<file path="src/rtl/reset_sequencer_if.sv">
// rtl/reset_sequencer_if.sv - domain-side signal bundle of the reset sequencer
interface reset_sequencer_if #(
  parameter int N_DOMAINS = 4,
  parameter int DW        = (N_DOMAINS > 1) ? $clog2(N_DOMAINS) : 1
);
  logic                 i_soft_rst;
  logic [N_DOMAINS-1:0] i_ready;
  logic [N_DOMAINS-1:0] o_rst_domain;
  logic                 o_done;
  logic                 o_error;
  logic [DW-1:0]        o_error_domain;

  modport slave (
    input  i_soft_rst, i_ready,
    output o_rst_domain, o_done, o_error, o_error_domain
  );

  modport master (
    output i_soft_rst, i_ready,
    input  o_rst_domain, o_done, o_error, o_error_domain
  );
endinterface

</file>
<file path="src/rtl/reset_sequencer.sv">
// rtl/reset_sequencer.sv - releases N reset domains in index order, gated by per-domain ready with timeout
module reset_sequencer #(
  parameter int N_DOMAINS      = 4,
  parameter int HOLD_CLOCKS    = 4,
  parameter int TIMEOUT_CLOCKS = 256
) (
  input  logic             i_clk,
  input  logic             i_rst,
  reset_sequencer_if.slave bus
);

  localparam int HW = $clog2(HOLD_CLOCKS + 1);
  localparam int TW = $clog2(TIMEOUT_CLOCKS + 1);
  localparam int KW = (N_DOMAINS > 1) ? $clog2(N_DOMAINS) : 1;

  localparam logic [HW-1:0] HOLD_LAST = HW'(HOLD_CLOCKS - 1);
  localparam logic [TW-1:0] TMO_LAST  = TW'(TIMEOUT_CLOCKS - 1);
  localparam logic [KW-1:0] K_LAST    = KW'(N_DOMAINS - 1);

  typedef enum logic [2:0] {
    S_RESET,
    S_HOLD,
    S_RELEASE,
    S_DONE,
    S_ERROR
  } state_t;

  logic [1:0]           r_sync;
  state_t               r_state;
  logic [HW-1:0]        r_hold_cnt;
  logic [TW-1:0]        r_timer;
  logic [KW-1:0]        r_k;
  logic [N_DOMAINS-1:0] r_rst_domain;
  logic                 r_done;
  logic                 r_error;
  logic [KW-1:0]        r_error_domain;

  state_t               w_state_nxt;
  logic [HW-1:0]        w_hold_nxt;
  logic [TW-1:0]        w_timer_nxt;
  logic [KW-1:0]        w_k_nxt;
  logic [KW-1:0]        w_k_inc;
  logic [N_DOMAINS-1:0] w_rst_nxt;
  logic                 w_done_nxt;
  logic                 w_error_nxt;
  logic [KW-1:0]        w_error_domain_nxt;

  // Assertion is asynchronous through the preset; release ripples through two flops.
  always_ff @(posedge i_clk or posedge i_rst) begin
    if (i_rst) begin
      r_sync <= 2'b11;
    end else begin
      r_sync <= {r_sync[0], 1'b0};
    end
  end

  assign w_k_inc = r_k + KW'(1);

  always_comb begin
    w_state_nxt        = r_state;
    w_hold_nxt         = r_hold_cnt;
    w_timer_nxt        = r_timer;
    w_k_nxt            = r_k;
    w_rst_nxt          = r_rst_domain;
    w_done_nxt         = r_done;
    w_error_nxt        = r_error;
    w_error_domain_nxt = r_error_domain;

    if (r_state != S_RESET && bus.i_soft_rst) begin
      w_state_nxt        = S_HOLD;
      w_hold_nxt         = '0;
      w_timer_nxt        = '0;
      w_k_nxt            = '0;
      w_rst_nxt          = '1;
      w_done_nxt         = 1'b0;
      w_error_nxt        = 1'b0;
      w_error_domain_nxt = '0;
    end else begin
      case (r_state)
        S_RESET: begin
          if (!r_sync[1]) begin
            w_state_nxt = S_HOLD;
            w_hold_nxt  = '0;
          end
        end
        S_HOLD: begin
          if (r_hold_cnt == HOLD_LAST) begin
            w_state_nxt  = S_RELEASE;
            w_k_nxt      = '0;
            w_rst_nxt[0] = 1'b0;
            w_timer_nxt  = '0;
          end else begin
            w_hold_nxt = r_hold_cnt + HW'(1);
          end
        end
        S_RELEASE: begin
          // Ready takes priority over an expiring timer in the same cycle.
          if (bus.i_ready[r_k]) begin
            if (r_k == K_LAST) begin
              w_state_nxt = S_DONE;
              w_done_nxt  = 1'b1;
            end else begin
              w_k_nxt            = w_k_inc;
              w_rst_nxt[w_k_inc] = 1'b0;
              w_timer_nxt        = '0;
            end
          end else if (r_timer == TMO_LAST) begin
            w_state_nxt        = S_ERROR;
            w_error_nxt        = 1'b1;
            w_error_domain_nxt = r_k;
          end else begin
            w_timer_nxt = r_timer + TW'(1);
          end
        end
        default: begin
        end
      endcase
    end
  end

  always_ff @(posedge i_clk or posedge i_rst) begin
    if (i_rst) begin
      r_state        <= S_RESET;
      r_hold_cnt     <= '0;
      r_timer        <= '0;
      r_k            <= '0;
      r_rst_domain   <= '1;
      r_done         <= 1'b0;
      r_error        <= 1'b0;
      r_error_domain <= '0;
    end else begin
      r_state        <= w_state_nxt;
      r_hold_cnt     <= w_hold_nxt;
      r_timer        <= w_timer_nxt;
      r_k            <= w_k_nxt;
      r_rst_domain   <= w_rst_nxt;
      r_done         <= w_done_nxt;
      r_error        <= w_error_nxt;
      r_error_domain <= w_error_domain_nxt;
    end
  end

  assign bus.o_rst_domain   = r_rst_domain;
  assign bus.o_done         = r_done;
  assign bus.o_error        = r_error;
  assign bus.o_error_domain = r_error_domain;

endmodule

</file>
<file path="src/flat_wrapper.sv">
// flat-port wrapper written by rule: the top's interface ports become plain ports
module reset_sequencer_flat 
#(
  parameter int N_DOMAINS      = 4,
  parameter int HOLD_CLOCKS    = 4,
  parameter int TIMEOUT_CLOCKS = 256
)
  (i_clk, i_rst, bus_i_soft_rst, bus_i_ready, bus_o_rst_domain, bus_o_done, bus_o_error, bus_o_error_domain);
  reset_sequencer_if #(.N_DOMAINS(N_DOMAINS)) bus_i ();
  input  logic i_clk;
  input  logic i_rst;
  input wire logic [$bits(bus_i.i_soft_rst)-1:0] bus_i_soft_rst;
  input wire logic [$bits(bus_i.i_ready)-1:0] bus_i_ready;
  output wire logic [$bits(bus_i.o_rst_domain)-1:0] bus_o_rst_domain;
  output wire logic [$bits(bus_i.o_done)-1:0] bus_o_done;
  output wire logic [$bits(bus_i.o_error)-1:0] bus_o_error;
  output wire logic [$bits(bus_i.o_error_domain)-1:0] bus_o_error_domain;
  assign bus_i.i_soft_rst = bus_i_soft_rst;
  assign bus_i.i_ready = bus_i_ready;
  assign bus_o_rst_domain = bus_i.o_rst_domain;
  assign bus_o_done = bus_i.o_done;
  assign bus_o_error = bus_i.o_error;
  assign bus_o_error_domain = bus_i.o_error_domain;
  reset_sequencer #(.N_DOMAINS(N_DOMAINS), .HOLD_CLOCKS(HOLD_CLOCKS), .TIMEOUT_CLOCKS(TIMEOUT_CLOCKS)) u_core (.i_clk(i_clk), .i_rst(i_rst), .bus(bus_i));
endmodule
</file>
<file path="config.mk">
export PLATFORM = sky130hd
export DESIGN_NAME = reset_sequencer_flat
export DESIGN_NICKNAME = d
export VERILOG_FILES = /design/src/rtl/reset_sequencer_if.sv /design/src/rtl/reset_sequencer.sv /design/src/flat_wrapper.sv
export SDC_FILE = /design/constraint.sdc
export NUM_CORES = 1
export LEC_CHECK = 0
export ABC_AREA = 1
export CORE_MARGIN = 2
export CORE_UTILIZATION = 49
export CTS_CLUSTER_SIZE = 20
export DETAILED_ROUTE_END_ITERATION = 6
export HOLD_SLACK_MARGIN = 0.1
export MAX_ROUTING_LAYER = met4
export PLACE_DENSITY_LB_ADDON = 0.12
export SLEW_MARGIN = 20
export SYNTH_ARGS = -nofsm -noshare
export SYNTH_HDL_FRONTEND = slang
export SYNTH_SLANG_ARGS = --single-unit
export TNS_END_PERCENT = 1
</file>
<file path="constraint.sdc">
create_clock -name i_clk -period 2.18 [get_ports i_clk]
set_clock_uncertainty 0.15 [all_clocks]
set_input_delay 0.545 -clock i_clk [delete_from_list [all_inputs] [get_ports i_clk]]
set_output_delay 0.545 -clock i_clk [all_outputs]
set_load 0.02 [all_outputs]
</file>
==> results.py <==
metrics = {
    "power": {
        "p_leak_nw": 0.923,
        "worst_ir_drop_vdd_v": 0.000615,
        "power_mw": 1.60,
        "power_density_nw_per_um2": 826,
    },
    "clock_tree": {
        "root_buffer": "sky130_fd_sc_hd__clkbuf_4",
        "number_of_h_tree_branching_levels": 1,
        "cts-root-to-sink-buffers": 2,
        "cts_inserted_buffers": 3,
        "clk_latency_ns": 0.32,
        "clock_pin_slew_on_the_worst_setup_and_hold_paths_ns": 0.15,
        "tritoncts": "yes",
        "clock_sinks": 27,
    },
    "detailed_routing": {
        "starting_drt_drc_count": 80,
        "drt-pass1-iter-count": 4,
        "detail_route.wl_per_cell_um": 12.5,
        "ant_nets": 0,
        "route.detailed.drc": 0,
        "detailroute.via_count": 1404,
        "routed_wl_mm": 3.51,
        "vias_per_inst": 5.00,
    },
    "worst_setup_path": {
        "critical_path_buf_inv_count": 1,
        "cpMaxStageDelayCell": "sky130_fd_sc_hd__clkdlybuf4s50_1",
        "critical_path.max_stage_delay_ns": 0.61,
        "crit_fanout": 2,
        "setup.worst_path.end_class": "primary output",
        "setup.worst_path.start_class": "flip-flop",
        "worstPathRequired_ns": 1.48,
        "cp.arrival_ns": 1.31,
        "path_cells": "clkdlybuf4s50_1",
        "critical_path_class": "flip-flop to primary output",
        "crit_family": "buffers and inverters",
    },
    "floorplan": {
        "die-width_um": 62.2,
        "num_io_pins": 15,
        "die_footprint_sq_um": 3870,
        "initial_utilization": 0.506,
        "core_sq_um": 3280,
        "std_cell_rows": 21,
        "die_h_um": 62.2,
    },
    "synthesis": {
        "ys_seq_area_frac": 0.411,
        "cells_after_synth": 213,
        "yosys_warnings": 0,
        "post_synth.cell_area_avg_sq_um": 7.80,
        "synth_nets": 229,
        "synth-async-reset-ratio": 1.00,
        "ys_types": 29,
        "post-synth-top-count-cell": "sky130_fd_sc_hd__nand2_1",
        "post_synth_most_frequent_cells": "sky130_fd_sc_hd__nand2_1, sky130_fd_sc_hd__inv_1, sky130_fd_sc_hd__dfrtp_1, sky130_fd_sc_hd__nand3_1, sky130_fd_sc_hd__nor2_1",
        "synth.top_cells.by_area": "sky130_fd_sc_hd__dfrtp_1, sky130_fd_sc_hd__nand2_1, sky130_fd_sc_hd__dfstp_2, sky130_fd_sc_hd__ha_1, sky130_fd_sc_hd__inv_1",
        "yosys.area.top_type": "sky130_fd_sc_hd__dfrtp_1",
        "synth_largest_type_area_fraction": 0.317,
        "synth_enable_flop_cells": 0,
        "synth-seq-cells": 27,
        "synth-main-ff-cell": "sky130_fd_sc_hd__dfrtp_1",
        "syn-cell-area_sq_um": 1660,
    },
    "global_route": {
        "grt_pass1_wl_mm": 6.22,
        "track_usage": 0.206,
        "grt.overflow.total": 0,
        "antenna_found_initial": 0,
        "largest_net_degree_at_the_start_of_global_routing": 28,
        "first_global_vias": 1373,
    },
    "sta": {
        "max_freq_mhz": 498,
        "layout_min_cycle_time_ns": 2.01,
        "timing.final.crit_share": 0.921,
        "fin_setup_tns_ns": 0,
        "final-hold-violation-count": 0,
        "report.final.slew_viol_count": 0,
        "setup-violations-final": 0,
        "grt_setup_unrepaired": "false",
    },
    "placement": {
        "portBuffers": 14,
        "dpl.cell_count": 276,
        "placedInstanceArea_sq_um": 1880,
        "routabilityCongestion": 0.817,
        "dpl.hpwl_mm": 2.69,
    },
    "final_layout": {
        "layoutNonFillerInstCount": 281,
        "area_growth_pct": 16.4,
        "layout.cell_area.non_filler_sq_um": 1930,
        "antennaDiodeCount": 0,
        "design.final.nets": 252,
        "final_layout_size_suffix_gt1_frac": 0.174,
    },
    "hold_path": {
        "worstHoldPathType": "flip-flop to flip-flop",
    },
    "status": {
        "status": "finished clean",
    },
    "job": {
        "max-cap-violations": 0,
    },
}
## through the flow
step	hold slack [ns]	util	worst slack, ns
after global placement	0.196	0.572	0.104
final	0.215	0.588	0.173
after CTS	0.217	0.579	0.00529
after detailed placement	0.198	0.572	0.0713
after floorplan	0.195	-	0.402
after global routing	0.223	0.588	0.0302
## final timing paths
| kind | from | end | slack [ns] | depth (start not counted) |
|---|---|---|---|---|
| setup / recovery | u_core.bus.o_done$_DFFE_PP0P_ | bus_o_done | 0.17 | 1 |
| setup reg to reg | u_core.r_timer[0]$_DFFE_PP0P_ | u_core.r_timer[2]$_DFFE_PP0P_ | 0.22 | 11 |
| min in group asynchronous | i_rst | u_core.r_timer[3]$_DFFE_PP0P_ | 0.42 | 3 |
| hold / removal | u_core.r_sync[0]$_DFF_PP1_ | u_core.r_sync[1]$_DFF_PP1_ | 0.22 | 0 |
| hold reg to reg | u_core.r_sync[0]$_DFF_PP1_ | u_core.r_sync[1]$_DFF_PP1_ | 0.22 | 0 |
| max in group asynchronous | i_rst | u_core.bus.o_rst_domain[0]$_DFFE_PP1P_ | 1.15 | 3 |
## state kept, by name (all words and copies together), names as in the netlist
| signal | flops |
|---|---|
| u_core.bus.o_done | 1 |
| u_core.bus.o_error | 1 |
| u_core.bus.o_error_domain | 2 |
| u_core.bus.o_rst_domain | 4 |
| u_core.r_hold_cnt | 3 |
| u_core.r_k | 2 |
| u_core.r_state | 3 |
| u_core.r_sync | 2 |
| u_core.r_timer | 9 |
## cell families after synthesis
| family | synth area share |
|---|---|
| AND/OR/NAND/NOR | 0.378 |
| other | 0.00226 |
| buffers and inverters | 0.0708 |
| flip-flops | 0.411 |
| AO/OA/AOI/OAI | 0.0701 |
| adder cells (fa/ha/maj) | 0.0678 |
## cell type report
class | count | area (sq um)
inverter | 27 | 101
tap | 46 | 57.6
clock buffer | 4 | 26.3
timing repair buffer | 20 | 188
multi-input combinational | 157 | 875
sequential | 27 | 684
fill | 331 | 1350
## where the power goes
| part | switching [mW] | total [mW] | internal (mW) | leakage, nW |
|---|---|---|---|---|
| clock | 0.145 | 0.217 | 0.0715 | 0.0150 |
| combinational | 0.490 | 0.729 | 0.238 | 0.558 |
| sequential | 0.0737 | 0.651 | 0.578 | 0.350 |
| total | 0.709 | 1.60 | 0.887 | 0.923 |
## layer usage
layer	share of wire	GRT usage	wire length [um]	vias up
li1	-	-	-	723
met1	0.45	0.257	1590	664
met2	0.52	0.364	1830	15
met3	0.019	0.0272	65	2
met4	0.0060	0.0333	21	0
met5	0	-	0	-
## placed cells by master, fill, tap and decap left out, types with 4 or more instances in the layout
cell type and instances:
sky130_fd_sc_hd__clkdlybuf4s50_1 10, sky130_fd_sc_hd__o21ai_0 7, sky130_fd_sc_hd__o21ai_1 4, sky130_fd_sc_hd__buf_4 6
sky130_fd_sc_hd__nand4_1 5, sky130_fd_sc_hd__nand3_1 15, sky130_fd_sc_hd__nand2_2 5, sky130_fd_sc_hd__nor2_1 13
sky130_fd_sc_hd__nand2_1 70, sky130_fd_sc_hd__inv_1 24, sky130_fd_sc_hd__nor2_4 4, sky130_fd_sc_hd__dfrtp_1 20
sky130_fd_sc_hd__dfstp_2 6, sky130_fd_sc_hd__ha_1 8
## repair_timing
| item | in CTS | in global routing |
|---|---|---|
| gates resized for setup | 2 | 6 |
| cloned | 0 | 0 |
| hold buffers | 0 | 0 |
| endpoints found under the setup margin | 2 | 11 |
| buffers inserted | 0 | 1 |
Note: power is estimated with default switching activity, not from simulation.
